==> src/rtl/lock_out_slew.sv <==
// Output slew stage: offset, clamp, rate-limit toward target, OFF/RAMP/TRACK FSM.
// Latency: 2 cycles dat_i -> dat_o at presc_i=0 (target reg + output reg).
// Backpressure: none; all inputs sampled every cycle, hold_i freezes dat_o only.
module lock_out_slew #(
    parameter int PW = 16
) (
    input  logic                 clk_i,
    input  logic                 rstn_i,
    input  logic                 enable_i,
    input  logic                 hold_i,
    input  logic signed [13:0]   dat_i,
    input  logic signed [13:0]   offset_i,
    input  logic signed [13:0]   lim_min_i,
    input  logic signed [13:0]   lim_max_i,
    input  logic        [13:0]   step_i,
    input  logic        [PW-1:0] presc_i,
    output logic signed [13:0]   dat_o,
    output logic        [1:0]    state_o,
    output logic                 at_lim_o,
    output logic                 ramping_o
);

    typedef enum logic [1:0] {
        ST_OFF   = 2'd0,
        ST_RAMP  = 2'd1,
        ST_TRACK = 2'd2
    } state_t;

    state_t               state_q, state_d;
    logic signed [13:0]   target_q, dat_q, dat_d, clamp_val;
    logic                 at_lim_q;
    logic        [PW-1:0] cnt_q;

    logic signed [14:0]   sum, lmin15, lmax15;
    logic                 above, below, tick, reach;
    logic signed [15:0]   diff;
    logic        [15:0]   abs_diff;

    // 15-bit sum cannot wrap for any pair of 14-bit operands
    assign sum    = {dat_i[13], dat_i} + {offset_i[13], offset_i};
    assign lmin15 = {lim_min_i[13], lim_min_i};
    assign lmax15 = {lim_max_i[13], lim_max_i};
    assign above  = sum > lmax15;
    assign below  = sum < lmin15;

    // Max clamp first, then min clamp, so an inverted window resolves to lim_min_i
    always_comb begin
        clamp_val = sum[13:0];
        if (above) begin
            clamp_val = (lim_max_i < lim_min_i) ? lim_min_i : lim_max_i;
        end else if (below) begin
            clamp_val = lim_min_i;
        end
    end

    assign tick     = cnt_q >= presc_i;
    assign diff     = {{2{target_q[13]}}, target_q} - {{2{dat_q[13]}}, dat_q};
    assign abs_diff = diff[15] ? 16'(-diff) : 16'(diff);
    assign reach    = (step_i == 14'd0) || (abs_diff <= {2'b00, step_i});

    // A partial step only happens when |diff| > step_i, so it never overshoots
    always_comb begin
        dat_d = dat_q;
        if (tick && !hold_i) begin
            if (reach) begin
                dat_d = target_q;
            end else if (!diff[15]) begin
                dat_d = dat_q + step_i;
            end else begin
                dat_d = dat_q - step_i;
            end
        end
    end

    always_comb begin
        state_d = state_q;
        if (!enable_i) begin
            state_d = ST_OFF;
        end else begin
            case (state_q)
                ST_OFF:   state_d = ST_RAMP;
                ST_RAMP:  if (tick && !hold_i && reach) state_d = ST_TRACK;
                ST_TRACK: if (tick && !reach) state_d = ST_RAMP;
                default:  state_d = ST_OFF;
            endcase
        end
    end

    always_ff @(posedge clk_i) begin
        if (rstn_i) begin
            state_q  <= ST_OFF;
            target_q <= '0;
            at_lim_q <= 1'b0;
            dat_q    <= '0;
            cnt_q    <= '0;
        end else begin
            state_q  <= state_d;
            // Disabled: target parks at 0 so dat_o releases smoothly to zero
            target_q <= enable_i ? clamp_val : 14'sd0;
            at_lim_q <= enable_i && (above || below);
            dat_q    <= dat_d;
            cnt_q    <= tick ? '0 : cnt_q + 1'b1;
        end
    end

    assign dat_o     = dat_q;
    assign state_o   = state_q;
    assign at_lim_o  = at_lim_q;
    assign ramping_o = (state_q == ST_RAMP);

endmodule
==> config.mk <==
export PLATFORM = sky130hd
export DESIGN_NAME = lock_out_slew
export DESIGN_NICKNAME = d
export VERILOG_FILES = /design/src/rtl/lock_out_slew.sv
export SDC_FILE = /design/constraint.sdc
export NUM_CORES = 1
export LEC_CHECK = 0
export ABC_AREA = 1
export BUFFER_PORTS_ARGS = -buffer_cell sky130_fd_sc_hd__buf_2
export CELL_PAD_IN_SITES_DETAIL_PLACEMENT = 0
export CELL_PAD_IN_SITES_GLOBAL_PLACEMENT = 1
export CORE_MARGIN = 3
export CORE_UTILIZATION = 30
export CTS_CLUSTER_SIZE = 24
export DETAILED_ROUTE_END_ITERATION = 12
export PLACE_DENSITY_LB_ADDON = 0.3
export SETUP_SLACK_MARGIN = 0.1
export SYNTH_ARGS = -nofsm -noshare
export SYNTH_HDL_FRONTEND = slang
export SYNTH_SLANG_ARGS = --single-unit
==> constraint.sdc <==
create_clock -name clk_i -period 3.9 [get_ports clk_i]
set_input_delay 0.195 -clock clk_i [delete_from_list [all_inputs] [get_ports clk_i]]
set_output_delay 0.195 -clock clk_i [all_outputs]
set_load 0.01 [all_outputs]
* After elaboration in Yosys (flattened, before gate mapping) *
Index checks and enable logic that the tools add are counted.

storage, ports and cells
  input bits = 90
  logic and storage cells = 43
  output and inout port bits = 18
  register bits = 47

operators by class
  muxes and demuxes = 9
  equality and inequality tests = 4
  add/subtract/negate cells = 6
  reductions and logical operators = 13
  magnitude comparators = 5
  bitwise gates (word level) = 1

operator list
  operator               number
  $mux 14                5
  $add 16x1->16 const B  1
  $ge 16x16->1           1
  $le 16x14->1           1
  $mux 16                1
  $neg 15->16            1
  $add 14x14->15         1
  $gt 15x14->1           1
  $lt 15x14->1           1
  $sub 14x14->15         1
  $add 14x14->14         1
  $logic_not 14->1       1
  $lt 14x14->1           1
  $sub 14x14->14         1
  $pmux 2 s3             1
  $logic_and 1x1->1      4
  $mux 2                 2
  $reduce_or 2->1        2
  $eq 2x1->1 const B     1
  $eq 2x2->1 const B     1
  $logic_not 1->1        2
  $logic_not 2->1        1
  $logic_or 1x1->1       2
  $ne 2x1->1 const B     1
  other kinds (3)        3

* Logic depth before layout (Yosys ltp) *
Gate-level depths: netlist of the first run.

  word-level depth = 9
  gate-level depth with buffers = 33
  mapped depth without buffers = 32

* Worst setup path after synthesis of the first run *
No wires, ideal clock.

  path kind = register to register
  start = reg dat_q[0], in the netlist dat_o[0]
  end = reg dat_q[1], in the netlist dat_o[1]
  data required time = 3.791 ns
  clock period less this slack = 3.651 ns
  stages on the path, launching flop included = 27
  slack = 0.249 ns
  path buffers = 0
  library setup time = 0.109 ns
  arrival = 3.542 ns
  path through = dfxtp_1 -> ha_1 -> inv_1 -> fa_1 -> nand3_1 -> nand2_2 -> a21oi_2 -> nand2_1 -> nand2_2 -> nand3_1 -> nor3_1 -> nand2_1 -> nand2_1 -> xor2_1 -> inv_1 -> ha_1 -> nand4_1 -> nor3_1 -> nand3_1 -> o21ai_0 -> nand2_4 -> nand2_4 -> clkinv_1 -> nand2_1 -> nand3_1 -> nand2_1 -> inv_1

between the ends
  longest elaborated chain between the ends = 6
  elaborated cells between the ends (all ways) = 9
  classes of those cells = 4 x add/sub; 1 x order compare; 3 x mux; 1 x reduce/logical

RTL lines
  what                    line  text
  from (decl)             30    logic signed [13:0] target_q, dat_q, dat_d, clamp_val;
  from (signal assigned)  101   dat_q <= dat_d;
  $sub 14x14->15          57    assign diff = {{2{target_q[13]}}, target_q} - {{2{dat_q[13]}}, dat_q};
  $neg 15->16             58    assign abs_diff = diff[15] ? 16'(-diff) : 16'(diff);
  $mux 16                 58
  $le 16x14->1            59    assign reach = (step_i == 14'd0) || (abs_diff <= {2'b00, step_i});
  $logic_or 1x1->1        59
  $mux 14 *               65    if (reach) begin

Mark *: on every way between the ends. The rest lies on a longest branch, timed or not.
A chain may end at the register's enable or synchronous reset.

* Worst setup path after layout of the first run *
  start = reg target_q[0]
  end = reg state_q[0], in the netlist state_o[0]

between the ends
  longest elaborated chain between the ends = 9
  elaborated cells between the ends (all ways) = 11
  classes of those cells = 2 x add/sub; 1 x order compare; 2 x eq/ne; 1 x mux; 5 x reduce/logical

RTL lines
  what                          line  text
  from (decl)                   30
  from (signal assigned)        99    target_q <= enable_i ? clamp_val : 14'sd0;
  $sub 14x14->15 *              57
  $neg 15->16                   58
  $mux 16 *                     58
  $le 16x14->1 *                59
  $logic_or 1x1->1 *            59
  $logic_not 1->1               83    ST_TRACK: if (tick && !reach) state_d = ST_RAMP;
  $logic_and 1x1->1             83
  $ne 2x2->1 (no line)          n/a
  $reduce_and 2->1 (no line) *  n/a
  to (signal assigned)          97    state_q <= state_d;
  to (decl)                     29    state_t state_q, state_d;

Marked as above.

==> results.json, run 1 <==
{
  "grtUsageTotal": 0.167,
  "core_mm2": 0.0220,
  "fillers": 2375,
  "cpPeakStageDelay_ns": 0.37,
  "synth_enable_flop_cells": 0,
  "cts-buffers-inserted": 5,
  "avgSynthCellArea_um2": 6.46,
  "area_delta_synth_final_pct": 31.8,
  "hold_violations": 0,
  "hold_path_class": "in -> reg",
  "ys_types": 46,
  "clk_latency_ns": 0.29,
  "grt_start_max_net_pins": 29,
  "drtIter0Drc": 372,
  "dpl.cell_count": 1510,
  "htree_levels": 2,
  "setup_ws_ns": 0.0717,
  "outcome": "complete, no violations",
  "fp.dieW_um": 157,
  "seqCellArea_um2": 943,
  "finalSetupViolCount": 0,
  "vias": 7222,
  "grt_pass1_wl_um": 33600,
  "cp.arrival_ns": 4.05,
  "overflow": 0,
  "tightest_slew_ns": 0.876,
  "multi_input_area_mm2": 0.00539,
  "synth_cells": 1054,
  "ys.flop_type": "dfxtp_1",
  "clk_pin_slew_ns": 0.07,
  "rows": 54,
  "maxCapViolCount": 0,
  "io_buffers": 107,
  "skew_ns": 0.00797,
  "antenna_left": 0,
  "gp_congestion": 0.908,
  "finalCriticalPeriod_ns": 3.83,
  "drive_gt1_frac": 0.253,
  "syn_nets": 1263,
  "stdcell_count": 1539,
  "nets": 1467,
  "crit_path_frequent_cell": "nor2_4",
  "fmaxAchievable_mhz": 261,
  "path_class": "reg -> reg",
  "drt_pre_antenna_iters": 4,
  "total_power_uw": 5150,
  "antenna_cells": 0,
  "startpoint_type": "register",
  "cts.sinks": 47,
  "via_per_inst": 4.69,
  "p_leak_uw": 0.00477,
  "grt_pass1_vias": 6882,
  "slew_headroom": 0.415,
  "place_ws_ns": -0.154,
  "synth.ff_latch_count": 47,
  "start_util": 0.309,
  "crit_path_top_delay_cell": "fa_2",
  "drc": 0,
  "cp-end-kind": "register",
  "cts_buffer_depth": 2,
  "final.setup.tns_ns": 0,
  "finalCritPeriodShare": 0.982,
  "wl_per_cell_um": 13.5,
  "yosys_warnings": 0,
  "rsz0062_at_grt": "yes",
  "fp.dieH_um": 157,
  "drv_slew": 0,
  "ios": 108,
  "ys_seq_area_frac": 0.138,
  "p_per_area_mw_per_mm2": 574,
  "wl_um": 20800,
  "dp_hpwl_um": 17600,
  "critPathRequiredTime_ns": 4.12,
  "synthArstFlopShare": 0,
  "netlist_area_mm2": 0.00681,
  "cts_tree": "built",
  "dieArea_mm2": 0.0245,
  "antenna_found_initial": 0,
  "cts_root_buf": "clkbuf_16",
  "ir_drop_uv": 294,
  "cp_max_fo": 8
}
## power breakdown
group	switching, uW	internal, uW	total (uW)	leakage (uW)
combinational	2280	1900	4180	0.00431
sequential	24.7	505	530	0.000383
clock	192	240	432	0.0000710
total	2500	2650	5150	0.00477
## synth_stat cells (5+ instances only)
master | n | area share
a21oi_2 | 5 | 0.0064
xnor2_1 | 9 | 0.012
xor2_1 | 43 | 0.055
nor2_1 | 67 | 0.037
a21o_1 | 5 | 0.0055
a31oi_1 | 14 | 0.013
nand2_2 | 12 | 0.011
nand2_1 | 213 | 0.12
o21ai_0 | 42 | 0.031
ha_1 | 116 | 0.21
nor3b_1 | 6 | 0.0066
nand4_1 | 9 | 0.0083
nand3_1 | 67 | 0.049
clkbuf_1 | 8 | 0.0044
nor3_1 | 16 | 0.012
o211ai_1 | 24 | 0.026
buf_2 | 5 | 0.0037
o21bai_1 | 5 | 0.0055
a21oi_1 | 93 | 0.068
inv_1 | 199 | 0.11
dfxtp_1 | 47 | 0.14
## per-stage QoR
step	hold slack, ns	utilization	area [um^2]
6_report	0.151	0.407	8970
5_1_grt	0.151	0.407	8970
4_1_cts	0.149	0.390	8590
3_5_place_dp	0.458	0.374	8240
3_3_place_gp	0.444	0.374	8240
2_1_floorplan	0.264	-	6810
## worst max-delay path: cells and delay by family, from the launching register on
family,cells,cell delay [ns]
buffers and inverters,6,0.67
adders and majority gates,3,0.79
DFF,1,0.32
xor gates and xnor gates,2,0.33
and+or+nand+nor,14,1.33
AOI/OAI and AO/OA,4,0.31
## cells in the final DEF, fill, tap and decap left out, types with 6 or more instances in the layout
master / n
nand2_1: 198
inv_1: 192
buf_2: 107
ha_1: 105
buf_4: 96
a21oi_1: 88
nor2_1: 62
nand3_1: 57
dfxtp_1: 45
xor2_1: 41
o21ai_0: 35
nand2_2: 25
o211ai_1: 24
nor3_1: 14
a31oi_1: 13
nand3_2: 12
o21ai_1: 11
ha_4: 10
a21oi_2: 9
nand4_1: 9
xnor2_1: 9
inv_2: 7
nor3b_1: 6
buf_6: 6
## registers in the layout, indices dropped and copies added (netlist names)
name	count
cnt_q	16
dat_o	14
target_q	14
state_o	2
at_lim_o	1
## per-layer routing
metal,GRT usage,part of all wire,wire (um)
met1,0.230,0.48,10000
met2,0.281,0.46,9640
met3,0.0174,0.039,817
met4,0.0400,0.018,371
met5,0,0,0
## layout make-up
class | instances | share of cell area
Clock buffer | 6 | 0.0144
Clock inverter | 2 | 0.00195
Inverter | 202 | 0.0855
Multi-Input combinational cell | 790 | 0.601
Sequential cell | 47 | 0.105
Tap cell | 280 | 0.0391
Timing Repair Buffer | 212 | 0.153
## kinds of logic after synthesis
kind of cell / count (synthesis) / synth area share
AOI/OAI and AO/OA: 205 / 0.174
DFF: 47 / 0.138
adders and majority gates: 119 / 0.222
xor gates and xnor gates: 53 / 0.0710
buffers and inverters: 218 / 0.125
and+or+nand+nor: 412 / 0.270
## final timing paths
kind                    start    endpoint  slack [ns]  cells after the start
setup / recovery  target_q[0]  state_o[0]        0.07                     29
setup reg to reg  target_q[0]  state_o[0]        0.07                     29
hold reg to reg      cnt_q[0]    cnt_q[0]        0.48                      1
hold / removal         rstn_i   dat_o[12]        0.15                      2
## what timing repair did
item | 4_1_cts | 5_1_grt
hold buffers | 0 | 0
setup endpoints to repair | 16 | 31
pin swaps | 25 | 39
buffers inserted | 11 | 9
gates resized for setup | 32 | 66
cloned | 0 | 1
hold endpoints to repair | 0 | 0
Power figures use the tool's default switching activity.
==> run 2: changes to the inputs <==
--- a/config.mk
+++ b/config.mk
@@ -13,2 +13,3 @@
 export CORE_UTILIZATION = 30
+export CTS_BUF_LIST = sky130_fd_sc_hd__clkbuf_2 sky130_fd_sc_hd__clkbuf_4 sky130_fd_sc_hd__clkbuf_8
 export CTS_CLUSTER_SIZE = 24
==> constraint.sdc (replaced) <==
create_clock -name clk_i -period 3.9 [get_ports clk_i]
set_input_delay 0.39 -clock clk_i [delete_from_list [all_inputs] [get_ports clk_i]]
set_output_delay 0.39 -clock clk_i [all_outputs]
set_load 0.01 [all_outputs]
==> results.json, run 2 (synthesized netlist as in run 1, its figures left out) <==
{
  "io_buffers": 107,
  "drc": 0,
  "cp.depth": 27,
  "p_per_area_mw_per_mm2": 535,
  "start_util": 0.309,
  "power_frac_comb": 0.824,
  "place_ws_ns": -0.258,
  "finalCritPeriodShare": 1.01,
  "drive_gt1_frac": 0.250,
  "core_mm2": 0.0220,
  "largest_reg_flops": 16,
  "setup_ws_ns": -0.0355,
  "critPathRequiredTime_ns": 4.10,
  "area_delta_synth_final_pct": 31.2,
  "power_frac_clock": 0.065,
  "fp.dieW_um": 157,
  "cts_tree": "built",
  "r2r_cells": 27,
  "crit_path_top_delay_cell": "fa_2",
  "fp.dieH_um": 157,
  "finalCriticalPeriod_ns": 3.94,
  "crit_family": "simple AND/OR/NAND/NOR gates",
  "timing.rr.start": "target_q[0]",
  "cts-buffers-inserted": 5,
  "outcome": "finished with violations",
  "overflow": 0,
  "seq_power_share": 0.111,
  "ios": 108,
  "dp_hpwl_um": 17400,
  "cpPeakStageDelay_ns": 0.47,
  "antenna_left": 0,
  "crit_path_frequent_cell": "nand2_1",
  "maxCapViolCount": 0,
  "skew_ns": 0.0159,
  "nets": 1474,
  "crit_start": "target_q[0]",
  "path_class": "reg -> reg",
  "fmaxAchievable_mhz": 254,
  "antenna_found_initial": 1,
  "holdCritStartpoint": "rstn_i",
  "grt_pass1_wl_um": 33200,
  "drtIter0Drc": 270,
  "grtUsageTotal": 0.165,
  "clk_pin_slew_ns": 0.10,
  "ir_drop_uv": 272,
  "final_common_cell": "nand2_1",
  "dpl.cell_count": 1522,
  "drv_slew": 0,
  "worstSetupEndpoint": "dat_o[12]",
  "failed_checks": "negative setup slack",
  "clk_latency_ns": 0.31,
  "tightest_slew_ns": 0.829,
  "rows": 54,
  "cp.arrival_ns": 4.14,
  "fillers": 2351,
  "p_leak_uw": 0.00478,
  "wl_um": 20600,
  "drt_pre_antenna_iters": 6,
  "cp_max_fo": 7,
  "antenna_cells": 0,
  "whs_ns": 0.331,
  "vias": 7223,
  "p_switching_uw": 2400,
  "cts_root_buf": "clkbuf_8",
  "stdcell_count": 1546,
  "finalSetupViolCount": 4,
  "r2r-end": "dat_o[12]",
  "cts.sinks": 47,
  "p_sw_frac": 0.503,
  "startpoint_type": "register",
  "hold_path_class": "in -> reg",
  "final.setup.tns_ns": -0.0737,
  "gp_congestion": 0.864,
  "rsz0062_at_grt": "yes",
  "dieArea_mm2": 0.0245,
  "crit_buf_inv": 5,
  "regToRegSetupSlack_ns": -0.04,
  "p_int_uw": 2380,
  "htree_levels": 2,
  "post-route-util": 0.405,
  "wl_per_cell_um": 13.3,
  "grt_pass1_vias": 6819,
  "cp-end-kind": "register",
  "top_register": "cnt_q",
  "grt_start_max_net_pins": 29,
  "slew_headroom": 0.446,
  "cts_buffer_depth": 2,
  "mostFrequentLayoutCells": "nand2_1, inv_1, ha_1",
  "hold_violations": 0,
  "via_per_inst": 4.67
}
==> run 2: cell types whose count changed in the layout (fill, tap and decap cells not counted), sizes merged <==
cell      delta
clkinv       +1
clkinvlp     +1
buf          +6
inv          -1
==> run 2: worst min path at each step <==
stage	endpoint	slack [ns]	cells after the start
2_1_floorplan	cnt_q[0]	0.43	1
3_3_place_gp	cnt_q[0]	0.44	1
3_5_place_dp	cnt_q[0]	0.45	1
4_1_cts	dat_o[11]	0.33	2
5_1_grt	dat_o[12]	0.34	2
6_report	dat_o[11]	0.33	2
==> run 2: metal layers <==
metal | global-route usage | wire length, um
met2 | 0.286 | 9730
met3 | 0.0188 | 713
met5 | 0 | 13
met1 | 0.219 | 9730
met4 | 0.0396 | 400
==> run 2: power by group through the flow <==
| stage | sequential [uW] | combinational, uW | clock [uW] |
|---|---|---|---|
| 4_1_cts | 527 | 3790 | 320 |
| 3_3_place_gp | 538 | 3290 | 0 |
| 6_report | 529 | 3940 | 313 |
| 2_1_floorplan | 528 | 2290 | 0 |
| 5_1_grt | 531 | 4400 | 340 |
| 3_5_place_dp | 537 | 3280 | 0 |
==> run 2: per-stage QoR <==
step                      total power (uW)  area, um^2
after detailed placement              3820        8350
after global routing                  5270        8930
after global placement                3830        8350
after floorplan                       2820        6810
final                                 4780        8930
after CTS                             4640        8680
==> run 2: timing repair <==
action                     4_1_cts  5_1_grt
setup buffers                    7        7
setup endpoints to repair       16       31
hold endpoints to repair         0        0
pin swaps                       29       29
gates cloned                     1        2
gates resized for setup         40       48
hold buffers                     0        0
==> run 2: layout make-up <==
cell class                 count  area, um^2  area share
clock buffer                   6        76.3     0.00855
clock inverter                 2        17.5     0.00196
inverter                     202         768      0.0860
multi-input combinational    790        5330       0.597
sequential                    47         943       0.106
tap                          280         350      0.0392
timing repair buffer         218        1440       0.161
timing repair inverter         1        7.51    0.000841
==> run 3: changes to the inputs <==
SETUP_SLACK_MARGIN = 0.05   (was 0.1)
==> results.json, run 3 (synthesized netlist as in run 1, its figures left out) <==
{
  "stdcell_area_mm2": 0.00887,
  "vias": 7194,
  "cp_max_fo": 7,
  "outcome": "finished with violations",
  "fp.dieH_um": 157,
  "p_per_area_mw_per_mm2": 542,
  "cts_buffer_depth": 2,
  "grt_start_max_net_pins": 29,
  "fp.dieW_um": 157,
  "cp-end-kind": "register",
  "antenna_left": 0,
  "drive_gt1_frac": 0.247,
  "hold_path_class": "in -> reg",
  "grtUsageTotal": 0.165,
  "finalSetupViolCount": 6,
  "ios": 108,
  "grt_pass1_wl_um": 33200,
  "overflow": 0,
  "cts.sinks": 47,
  "critPathRequiredTime_ns": 4.10,
  "tightest_slew_ns": 0.828,
  "dieArea_mm2": 0.0245,
  "antenna_found_initial": 1,
  "dp_hpwl_um": 17400,
  "antenna_cells": 0,
  "largest_reg_flops": 16,
  "htree_levels": 2,
  "area_delta_synth_final_pct": 30.3,
  "placed_area_mm2": 0.00835,
  "cp.arrival_ns": 4.12,
  "cts_hold_buf": 0,
  "slew_headroom": 0.446,
  "wl_per_cell_um": 13.3,
  "startpoint_type": "register",
  "drt_pre_antenna_iters": 5,
  "p_leak_uw": 0.00476,
  "via_per_inst": 4.66,
  "ir_drop_uv": 258,
  "cts-buffers-inserted": 5,
  "io_buffers": 107,
  "mostFrequentLayoutCells": "nand2_1, inv_1, ha_1",
  "clk_pin_slew_ns": 0.10,
  "gp_congestion": 0.864,
  "drtIter0Drc": 322,
  "wl_um": 20600,
  "top_register": "cnt_q",
  "crit_path_frequent_cell": "nor2_4",
  "crit_path_top_delay_cell": "fa_2",
  "path_class": "reg -> reg",
  "cts_root_buf": "clkbuf_8",
  "fmaxAchievable_mhz": 255,
  "nets": 1473,
  "setup_ws_ns": -0.0240,
  "failed_checks": "negative setup slack",
  "final.setup.tns_ns": -0.0915,
  "cpPeakStageDelay_ns": 0.40,
  "drv_slew": 0,
  "finalCritPeriodShare": 1.01,
  "cts_tree": "built",
  "maxCapViolCount": 0,
  "final_common_cell": "nand2_1",
  "clk_latency_ns": 0.31,
  "finalCriticalPeriod_ns": 3.92,
  "crit_start": "target_q[0]",
  "start_util": 0.309,
  "drc": 0,
  "hold_violations": 0,
  "total_power_uw": 4810,
  "rows": 54,
  "holdCritStartpoint": "rstn_i",
  "rsz0062_at_grt": "yes",
  "core_mm2": 0.0220,
  "grt_pass1_vias": 6822,
  "skew_ns": 0.0164,
  "post-route-util": 0.403,
  "timing.rr.start": "target_q[0]"
}
[run 3: area by class of cell]
class / instances / area, um^2
fill: 2365 / 13200
multi-input combinational: 790 / 5280
timing repair buffer: 217 / 1430
sequential: 47 / 943
inverter: 202 / 767
tap: 280 / 350
clock buffer: 6 / 76.3
clock inverter: 2 / 17.5
timing repair inverter: 1 / 7.51
[run 3: path summary, 6_finish.rpt]
kind / endpoint / slack, ns / depth (start not counted)
min: dat_o[11] / 0.36 / 2
max reg2reg: dat_o[11] / -0.02 / 27
max: dat_o[11] / -0.02 / 27
min reg2reg: cnt_q[0] / 0.48 / 1
[run 3: per-layer routing]
layer	vias to the layer above	GRT usage	wire length (um)
met1	3150	0.219	9760
li1	3891	-	-
met4	2	0.0396	405
met5	-	0	13
met3	28	0.0188	719
met2	123	0.286	9670
[run 3: through the flow]
stage / hold slack [ns] / instances / setup WS [ns]
after CTS: 0.330 / 1537 / -0.0122
final: 0.355 / 1545 / -0.0240
after global routing: 0.350 / 1545 / -0.297
after detailed placement: 0.455 / 1522 / -0.258
after global placement: 0.443 / 1522 / -0.320
after floorplan: 0.430 / 1054 / 0.249
[run 3: what timing repair did]
item,CTS,global route
setup endpoints to repair,16,31
gates resized for setup,35,44
pin swaps,19,31
buffers inserted,6,7
cloned,1,2
[run 3: report_power, final]
part / internal, uW / switching, uW
logic: 1770 / 2200
clock network: 136 / 178
registers: 505 / 23.3
total: 2410 / 2400
[run 3: worst max-delay path: cells and delay by family (launching register included)]
family                     cells  cell delay [ns]
adders and majority gates      3             0.81
buffers and inverters          5             0.52
DFF                            1             0.33
AOI/OAI and AO/OA              4             0.29
and+or+nand+nor               13             1.46
xor gates and xnor gates       2             0.38
